File: src/rtl/digit_scanner.sv
// Multiplexed display digit scanner.
// Double-buffered value, leading-zero blanking and dead time per digit slot.
module digit_scanner #(
    parameter int DIGITS      = 4,
    parameter int PRESCALE    = 1000,
    parameter int DEAD_CYCLES = 2
) (
    input  logic                  clk,
    input  logic                  rst_n,
    input  logic                  load,
    input  logic [4*DIGITS-1:0]   value,
    output logic                  ready,
    input  logic                  lzb,
    output logic [3:0]            input_code,
    output logic [DIGITS-1:0]     digit_enable,
    output logic                  frame_start
);

    localparam int CW = $clog2(PRESCALE);
    localparam int IW = $clog2(DIGITS);
    localparam int VW = 4 * DIGITS;

    logic [CW-1:0] cnt;
    logic [IW-1:0] idx;
    logic [VW-1:0] disp;
    logic [VW-1:0] shadow;
    logic          pending;

    logic              tick;
    logic              wrap;
    logic              dead;
    logic              blank;
    logic [DIGITS-1:0] hi_zero;

    assign tick = (cnt == CW'(PRESCALE - 1));
    assign wrap = tick && (idx == IW'(DIGITS - 1));
    assign dead = ({1'b0, cnt} < (CW + 1)'(DEAD_CYCLES));

    // hi_zero[i]: nibbles i..DIGITS-1 of the display register are all zero
    always_comb begin
        hi_zero = '0;
        for (int i = 0; i < DIGITS; i++) begin
            hi_zero[i] = ((disp >> (4 * i)) == '0);
        end
    end

    assign blank = lzb && (idx != '0) && hi_zero[idx];

    always_ff @(posedge clk or negedge rst_n) begin
        if (!rst_n) begin
            cnt          <= '0;
            idx          <= '0;
            disp         <= '0;
            shadow       <= '0;
            pending      <= 1'b0;
            ready        <= 1'b1;
            input_code   <= '0;
            digit_enable <= '0;
            frame_start  <= 1'b0;
        end else begin
            cnt <= tick ? '0 : cnt + 1'b1;
            if (tick) begin
                idx <= wrap ? '0 : idx + 1'b1;
            end
            frame_start <= wrap;

            input_code <= disp[4*idx +: 4];
            if (dead || blank) begin
                digit_enable <= '0;
            end else begin
                digit_enable <= DIGITS'(1) << idx;
            end

            // swap only at frame boundaries so a frame never mixes values
            if (wrap && pending) begin
                disp    <= shadow;
                pending <= 1'b0;
                ready   <= 1'b1;
            end
            if (load && ready) begin
                shadow  <= value;
                pending <= 1'b1;
                ready   <= 1'b0;
            end
        end
    end

endmodule

File: config.mk
export PLATFORM = sky130hd
export DESIGN_NAME = digit_scanner
export DESIGN_NICKNAME = d
export VERILOG_FILES = /design/src/rtl/digit_scanner.sv
export SDC_FILE = /design/constraint.sdc
export NUM_CORES = 1
export LEC_CHECK = 0
export BUFFER_PORTS_ARGS = -buffer_cell sky130_fd_sc_hd__buf_2
export CORE_ASPECT_RATIO = 1.2
export CORE_MARGIN = 2
export CORE_UTILIZATION = 61
export DETAILED_ROUTE_END_ITERATION = 8
export HOLD_SLACK_MARGIN = 0.02
export PLACE_DENSITY = 0.79
export SLEW_MARGIN = 30
export SYNTH_ARGS = -nofsm -noshare
export SYNTH_HDL_FRONTEND = slang
export SYNTH_SLANG_ARGS = --single-unit
File: constraint.sdc
create_clock -name clk -period 4.8 [get_ports clk]
set_input_delay 0.24 -clock clk [delete_from_list [all_inputs] [get_ports clk]]
set_output_delay 0.24 -clock clk [all_outputs]
set_load 0.005 [all_outputs]
==> flow_summary.json, run 1 <==
{
  "status": "completed",
  "synth-edff-count": 0,
  "tightest_slew_ns": 0.919,
  "cp_cell_sequence": "ha_1, nand2_1, nor4_4, and3_1, mux2_2",
  "cts_hold_buf": 1,
  "postPlaceCellArea_um2": 2530,
  "cts.sinks": 55,
  "cts_buffer_depth": 2,
  "seqPwrFrac": 0.634,
  "setup_viol": 0,
  "power.switching_uw": 158,
  "rsz0062_at_grt": "no",
  "cts_tree": "done",
  "synth_top_area_share": 0.572,
  "core_area_um2": 3660,
  "grt_overflow": 0,
  "htreeDepth": 2,
  "synthFlopType": "dfrtp_1",
  "die_w_um": 60.8,
  "grt_pass1_vias": 1559,
  "clkTransAtPathRegs_ns": 0.09,
  "cp_data_arrival_time_ns": 2.85,
  "yosysSeqAreaShare": 0.583,
  "wl_um": 4180,
  "diodes": 0,
  "multi_input_area_um2": 923,
  "dieArea_um2": 4390,
  "synth.area.top_cells": "dfrtp_1 57%, mux2_2 10%, mux2_4 6.4%",
  "tns_ns": 0,
  "skew_ns": 0.00324,
  "synth_cells": 170,
  "synth_cell_types": 32,
  "cap_violations": 0,
  "hp-class": "input port to register",
  "min_period_over_period": 0.553,
  "wire_per_inst_um": 16.5,
  "viasPerCell": 5.58,
  "synthArstFlopShare": 1.00,
  "die_h_um": 72.2,
  "num_vias": 1411,
  "register_area_um2": 1380,
  "ys_warn_count": 0,
  "drtAntennaViolNets": 0,
  "grt_usage": 0.225,
  "avgSynthCellArea_um2": 13.9,
  "fillCellCount": 269,
  "rows": 24,
  "crit_path_end_kind": "register",
  "cts_resized": 0,
  "final_area_um2": 2630,
  "cts_setup_buffers": 0,
  "clkPwrFrac": 0.324,
  "p_int_uw": 610,
  "drv_slew": 0,
  "area_growth_pct": 11.2,
  "io_buffers": 29,
  "netlist_area_um2": 2360,
  "setup.worst_path.class": "register to register",
  "vdd_drop_max_mv": 0.240,
  "grt_pass1_wl_um": 7140,
  "syn-num-nets": 195,
  "synth_seq_cells": 55,
  "clkLatencyLatePin_ns": 0.30,
  "dr.pass1.iters": 4,
  "critPathSlowestCell": "and3_1",
  "antenna_found_initial": 0,
  "cp_max_fo": 16,
  "grt_max_degree": 56,
  "yosys.area.top_type": "dfrtp_1",
  "p_per_area_nw_per_um2": 292,
  "hold_violations": 0,
  "dp_hpwl_um": 3090,
  "p_comb_frac": 0.042,
  "layout_min_cycle_time_ns": 2.65,
  "remaining_drc_errors": 0,
  "drtIter0Drc": 90,
  "cts_buffers": 5,
  "max_freq_mhz": 377,
  "nets": 226,
  "slowest_delay_ns": 0.86,
  "initial_core_util": 0.645,
  "place_congestion": 0.791,
  "slew_headroom": 0.387,
  "sw_frac_of_total": 0.206,
  "layout-drive-gt1-share": 0.373,
  "ios": 30,
  "root_buffer": "clkbuf_8",
  "required_ns": 4.99,
  "p_leak_nw": 1.26,
  "critical_path.startpoint_type": "register"
}
sequential cells by signal (all words and copies together) (netlist names):
| register | count |
|---|---|
| frame_start | 1 |
| pending | 1 |
| digit_enable | 4 |
| idx | 2 |
| cnt | 10 |
| input_code | 4 |
| shadow | 16 |
| ready | 1 |
| disp | 16 |
layout by cell type (no fill, tap or decap), types with 2 or more instances in the layout:
| master | count |
|---|---|
| mux4_2 | 4 |
| dfrtp_1 | 54 |
| or3_1 | 2 |
| and2_1 | 2 |
| mux2_4 | 10 |
| inv_1 | 4 |
| nor2_1 | 12 |
| xor2_1 | 2 |
| xnor2_1 | 3 |
| a21oi_1 | 4 |
| mux2_2 | 22 |
| ha_1 | 5 |
| nor4_1 | 4 |
| o21ai_0 | 6 |
| nand2_1 | 10 |
| clkbuf_8 | 6 |
| nor3_1 | 2 |
| nand3_1 | 6 |
| buf_2 | 28 |
cell families after synthesis:
| group | share of synthesized area |
|---|---|
| fa+ha+maj | 0.0265 |
| flops | 0.583 |
| mux | 0.211 |
| xor+xnor | 0.0185 |
| simple gates | 0.0990 |
| compound gates | 0.0360 |
| buf+inv | 0.0259 |
synthesized netlist by cell type (2+ instances only):
library cell  instances
a21oi_1               4
and2_1                2
clkbuf_1              4
dfrtp_1              54
ha_1                  5
inv_1                 4
mux2_2               22
mux2_4               10
mux4_2                4
nand2_1              10
nand3_1               6
nor2_1               12
nor3_1                2
nor4_1                4
o21ai_0               6
or3_1                 2
xnor2_1               3
xor2_1                2
power groups by stage:
stage	Clock, mW	Sequential [mW]	Combinational, mW
floorplan	0	0.493	0.0140
global placement	0	0.495	0.0296
detailed placement	0	0.497	0.0324
CTS	0.257	0.487	0.0331
global route	0.273	0.489	0.0363
finish	0.249	0.487	0.0319
worst max-delay path, delay by kind of cell (launching register included):
kind	cells	cell delay, ns
adders and majority gates	1	0.22
DFF	1	0.39
muxes	1	0.41
and+or+nand+nor	3	1.52
metrics by stage:
step	cells	util	worst slack [ns]	hold slack, ns	power, mW
floorplan	170	-	2.99	-0.0556	0.507
global placement	245	0.690	2.31	0.397	0.525
detailed placement	245	0.690	2.13	0.312	0.529
CTS	253	0.717	2.12	0.0771	0.778
global route	253	0.717	1.93	0.0866	0.798
finish	253	0.717	2.15	0.0844	0.768
layer usage:
metal  track usage  up-vias  part of all wire
met5             0        -                 0
met4        0.0966        0             0.018
met2         0.394       34              0.57
met1         0.259      710              0.38
li1              -      658                 -
met3        0.0517        9             0.033
cell type report:
cell class	instances	share of cell area
clock inverter	1	0.00191
tap	52	0.0248
timing repair buffer	30	0.0600
multi-input combinational	105	0.352
clock buffer	6	0.0314
sequential	55	0.525
inverter	4	0.00572
worst paths after layout:
kind,endpoint,from,depth (start not counted),slack [ns]
max,disp[2]$_DFFE_PN0P_,cnt[1]$_DFF_PN0_,5,2.15
min,ready$_DFFE_PN1P_,load,2,0.08
max reg2reg,disp[2]$_DFFE_PN0P_,cnt[1]$_DFF_PN0_,5,2.15
min reg2reg,cnt[0]$_DFF_PN0_,cnt[0]$_DFF_PN0_,1,0.46
max in group asynchronous,cnt[1]$_DFF_PN0_,rst_n,2,3.86
min in group asynchronous,shadow[1]$_DFFE_PN0P_,rst_n,2,0.51
No activity file was read; power rests on OpenSTA's default activity.
==> run 2, diff against run 1 <==
--- a/config.mk
+++ b/config.mk
@@ -8,10 +8,10 @@
 export BUFFER_PORTS_ARGS = -buffer_cell sky130_fd_sc_hd__buf_2
 export CORE_ASPECT_RATIO = 1.2
 export CORE_MARGIN = 2
-export CORE_UTILIZATION = 61
+export CORE_UTILIZATION = 57
 export DETAILED_ROUTE_END_ITERATION = 8
 export HOLD_SLACK_MARGIN = 0.02
-export PLACE_DENSITY = 0.79
+export PLACE_DENSITY = 0.75
 export SLEW_MARGIN = 30
 export SYNTH_ARGS = -nofsm -noshare
 export SYNTH_HDL_FRONTEND = slang
==> constraint.sdc (replaced) <==
create_clock -name clk -period 2.46 [get_ports clk]
set_input_delay 0.123 -clock clk [delete_from_list [all_inputs] [get_ports clk]]
set_output_delay 0.123 -clock clk [all_outputs]
set_load 0.005 [all_outputs]
==> run 2 against run 1 <==
Effect of this change:
- first-iteration DRC count is 41% lower
- hold slack lost 0.040 ns
- clock power rose by 93%
- clock skew is 0.0033 ns higher
- core utilization fell by 4.5 points
- worst setup slack worse by 1.6 ns
- global-route usage decreased by 3.3 points
- routed wire length decreased by 4.4%
- critical endpoint is now digit_enable[2]$_DFF_PN0_
- largest power group unchanged
- highest routed layer unchanged
==> flow_summary.json, run 2 (synthesized netlist as in run 1, its figures left out) <==
{
  "status": "completed",
  "nets": 231,
  "drtIter0Drc": 53,
  "root_buffer": "clkbuf_8",
  "cp_max_fo": 8,
  "htreeDepth": 2,
  "hp-class": "input port to register",
  "slew_headroom": 0.524,
  "layout_min_cycle_time_ns": 1.95,
  "fin_hold_ws_ns": 0.0447,
  "skew_ns": 0.00654,
  "grt_pass1_wl_um": 6730,
  "drv_slew": 0,
  "wire_per_inst_um": 15.3,
  "final_area_um2": 2670,
  "die_w_um": 62.8,
  "drtAntennaViolNets": 0,
  "ios": 30,
  "clkLatencyLatePin_ns": 0.30,
  "initial_core_util": 0.595,
  "critPathSlowestCell": "dfrtp_1",
  "cp_cell_sequence": "inv_1, ha_1, nor4b_1, nand2_1, a211oi_1, nor2_1",
  "postPlaceCellArea_um2": 2560,
  "setup_ws_ns": 0.507,
  "grt_usage": 0.192,
  "rsz0062_at_grt": "no",
  "reg_top3": "disp x16, shadow x16, cnt x10",
  "vdd_drop_max_mv": 0.603,
  "die_h_um": 74.5,
  "p_leak_nw": 1.28,
  "io_buffers": 29,
  "grt_pass1_vias": 1365,
  "grt_overflow": 0,
  "cts_buffer_depth": 2,
  "mostFrequentLayoutCells": "54 x dfrtp_1, 29 x buf_2, 22 x mux2_2, 12 x nor2_1",
  "wl_um": 4000,
  "cts_tree": "done",
  "p_per_area_nw_per_um2": 561,
  "layout-drive-gt1-share": 0.386,
  "tightest_slew_ns": 0.712,
  "critical_path.startpoint_type": "register",
  "dp_hpwl_um": 3000,
  "place_congestion": 0.868,
  "pre_cts_ws_ns": 0.520,
  "min_period_over_period": 0.794,
  "num_vias": 1408,
  "clkTransAtPathRegs_ns": 0.09,
  "cts_resized": 0,
  "cts_buffers": 5,
  "layout_commonest_cell": "dfrtp_1",
  "hold_violations": 0,
  "dieArea_um2": 4680,
  "viasPerCell": 5.39,
  "setup_viol": 0,
  "antenna_found_initial": 0,
  "final_util": 0.671,
  "cts.sinks": 55,
  "max_freq_mhz": 512,
  "tns_ns": 0,
  "worstRegToRegCells": 6,
  "core_area_um2": 3970,
  "remaining_drc_errors": 0,
  "dr.pass1.iters": 4,
  "min_path_cells": 2,
  "fillCellCount": 324,
  "slowest_delay_ns": 0.57,
  "rows": 25,
  "crit_path_end_kind": "register",
  "grt_max_degree": 31,
  "cap_violations": 0,
  "area_growth_pct": 12.9,
  "cp_data_arrival_time_ns": 2.13,
  "required_ns": 2.64,
  "setup.worst_path.class": "register to register",
  "diodes": 0
}
[run 2: path summary, 6_finish.rpt]
check	start	end	slack, ns
worst max register to register	idx[0]$_DFFE_PN0N_	digit_enable[2]$_DFF_PN0_	0.51
max in group asynchronous	rst_n	disp[7]$_DFFE_PN0P_	1.83
worst max-delay path	idx[0]$_DFFE_PN0N_	digit_enable[2]$_DFF_PN0_	0.51
worst min-delay path	value[8]	shadow[8]$_DFFE_PN0P_	0.04
min in group asynchronous	rst_n	cnt[8]$_DFF_PN0_	0.33
worst min register to register	cnt[0]$_DFF_PN0_	cnt[0]$_DFF_PN0_	0.47
[run 2: repair_timing]
item / CTS / global route
hold buffers: 2 / 0
setup buffers: 0 / 0
endpoints found under the hold margin: 55 / 0
[run 2: metal layers]
metal  global-route usage  up-vias  routed length [µm]
met5                    0        -                   0
met4               0.0765        0                  75
met3               0.0484        7                 174
met2                0.314       44                2040
met1                0.252      686                1710
li1                     -      671                   -
[run 2: layout make-up]
class | count | area [µm²] | area share
tap | 54 | 67.6 | 0.0253
inverter | 4 | 15.0 | 0.00563
timing repair buffer | 35 | 195 | 0.0732
clock inverter | 3 | 20.0 | 0.00750
multi-input combinational | 105 | 923 | 0.346
sequential | 55 | 1380 | 0.516
clock buffer | 5 | 68.8 | 0.0258
[run 2: where the power goes]
| part | internal, mW | switching [mW] | leakage (nW) |
|---|---|---|---|
| sequential | 0.934 | 0.0167 | 0.715 |
| clock | 0.198 | 0.282 | 0.0402 |
| combinational | 0.0372 | 0.0281 | 0.525 |
| total | 1.17 | 0.327 | 1.28 |
[run 2: metrics by stage]
step           std cells  total power, mW
6_report             261             1.50
3_3_place_gp         251             1.03
2_1_floorplan        170            0.989
4_1_cts              261             1.51
5_1_grt              261             1.56
3_5_place_dp         251             1.03
[run 2: critical path: cells and delay by family (launching register included)]
family	cells	cell delay (ns)
flops	1	0.57
buf+inv	1	0.16
compound gates	1	0.35
fa+ha+maj	1	0.24
simple gates	3	0.51
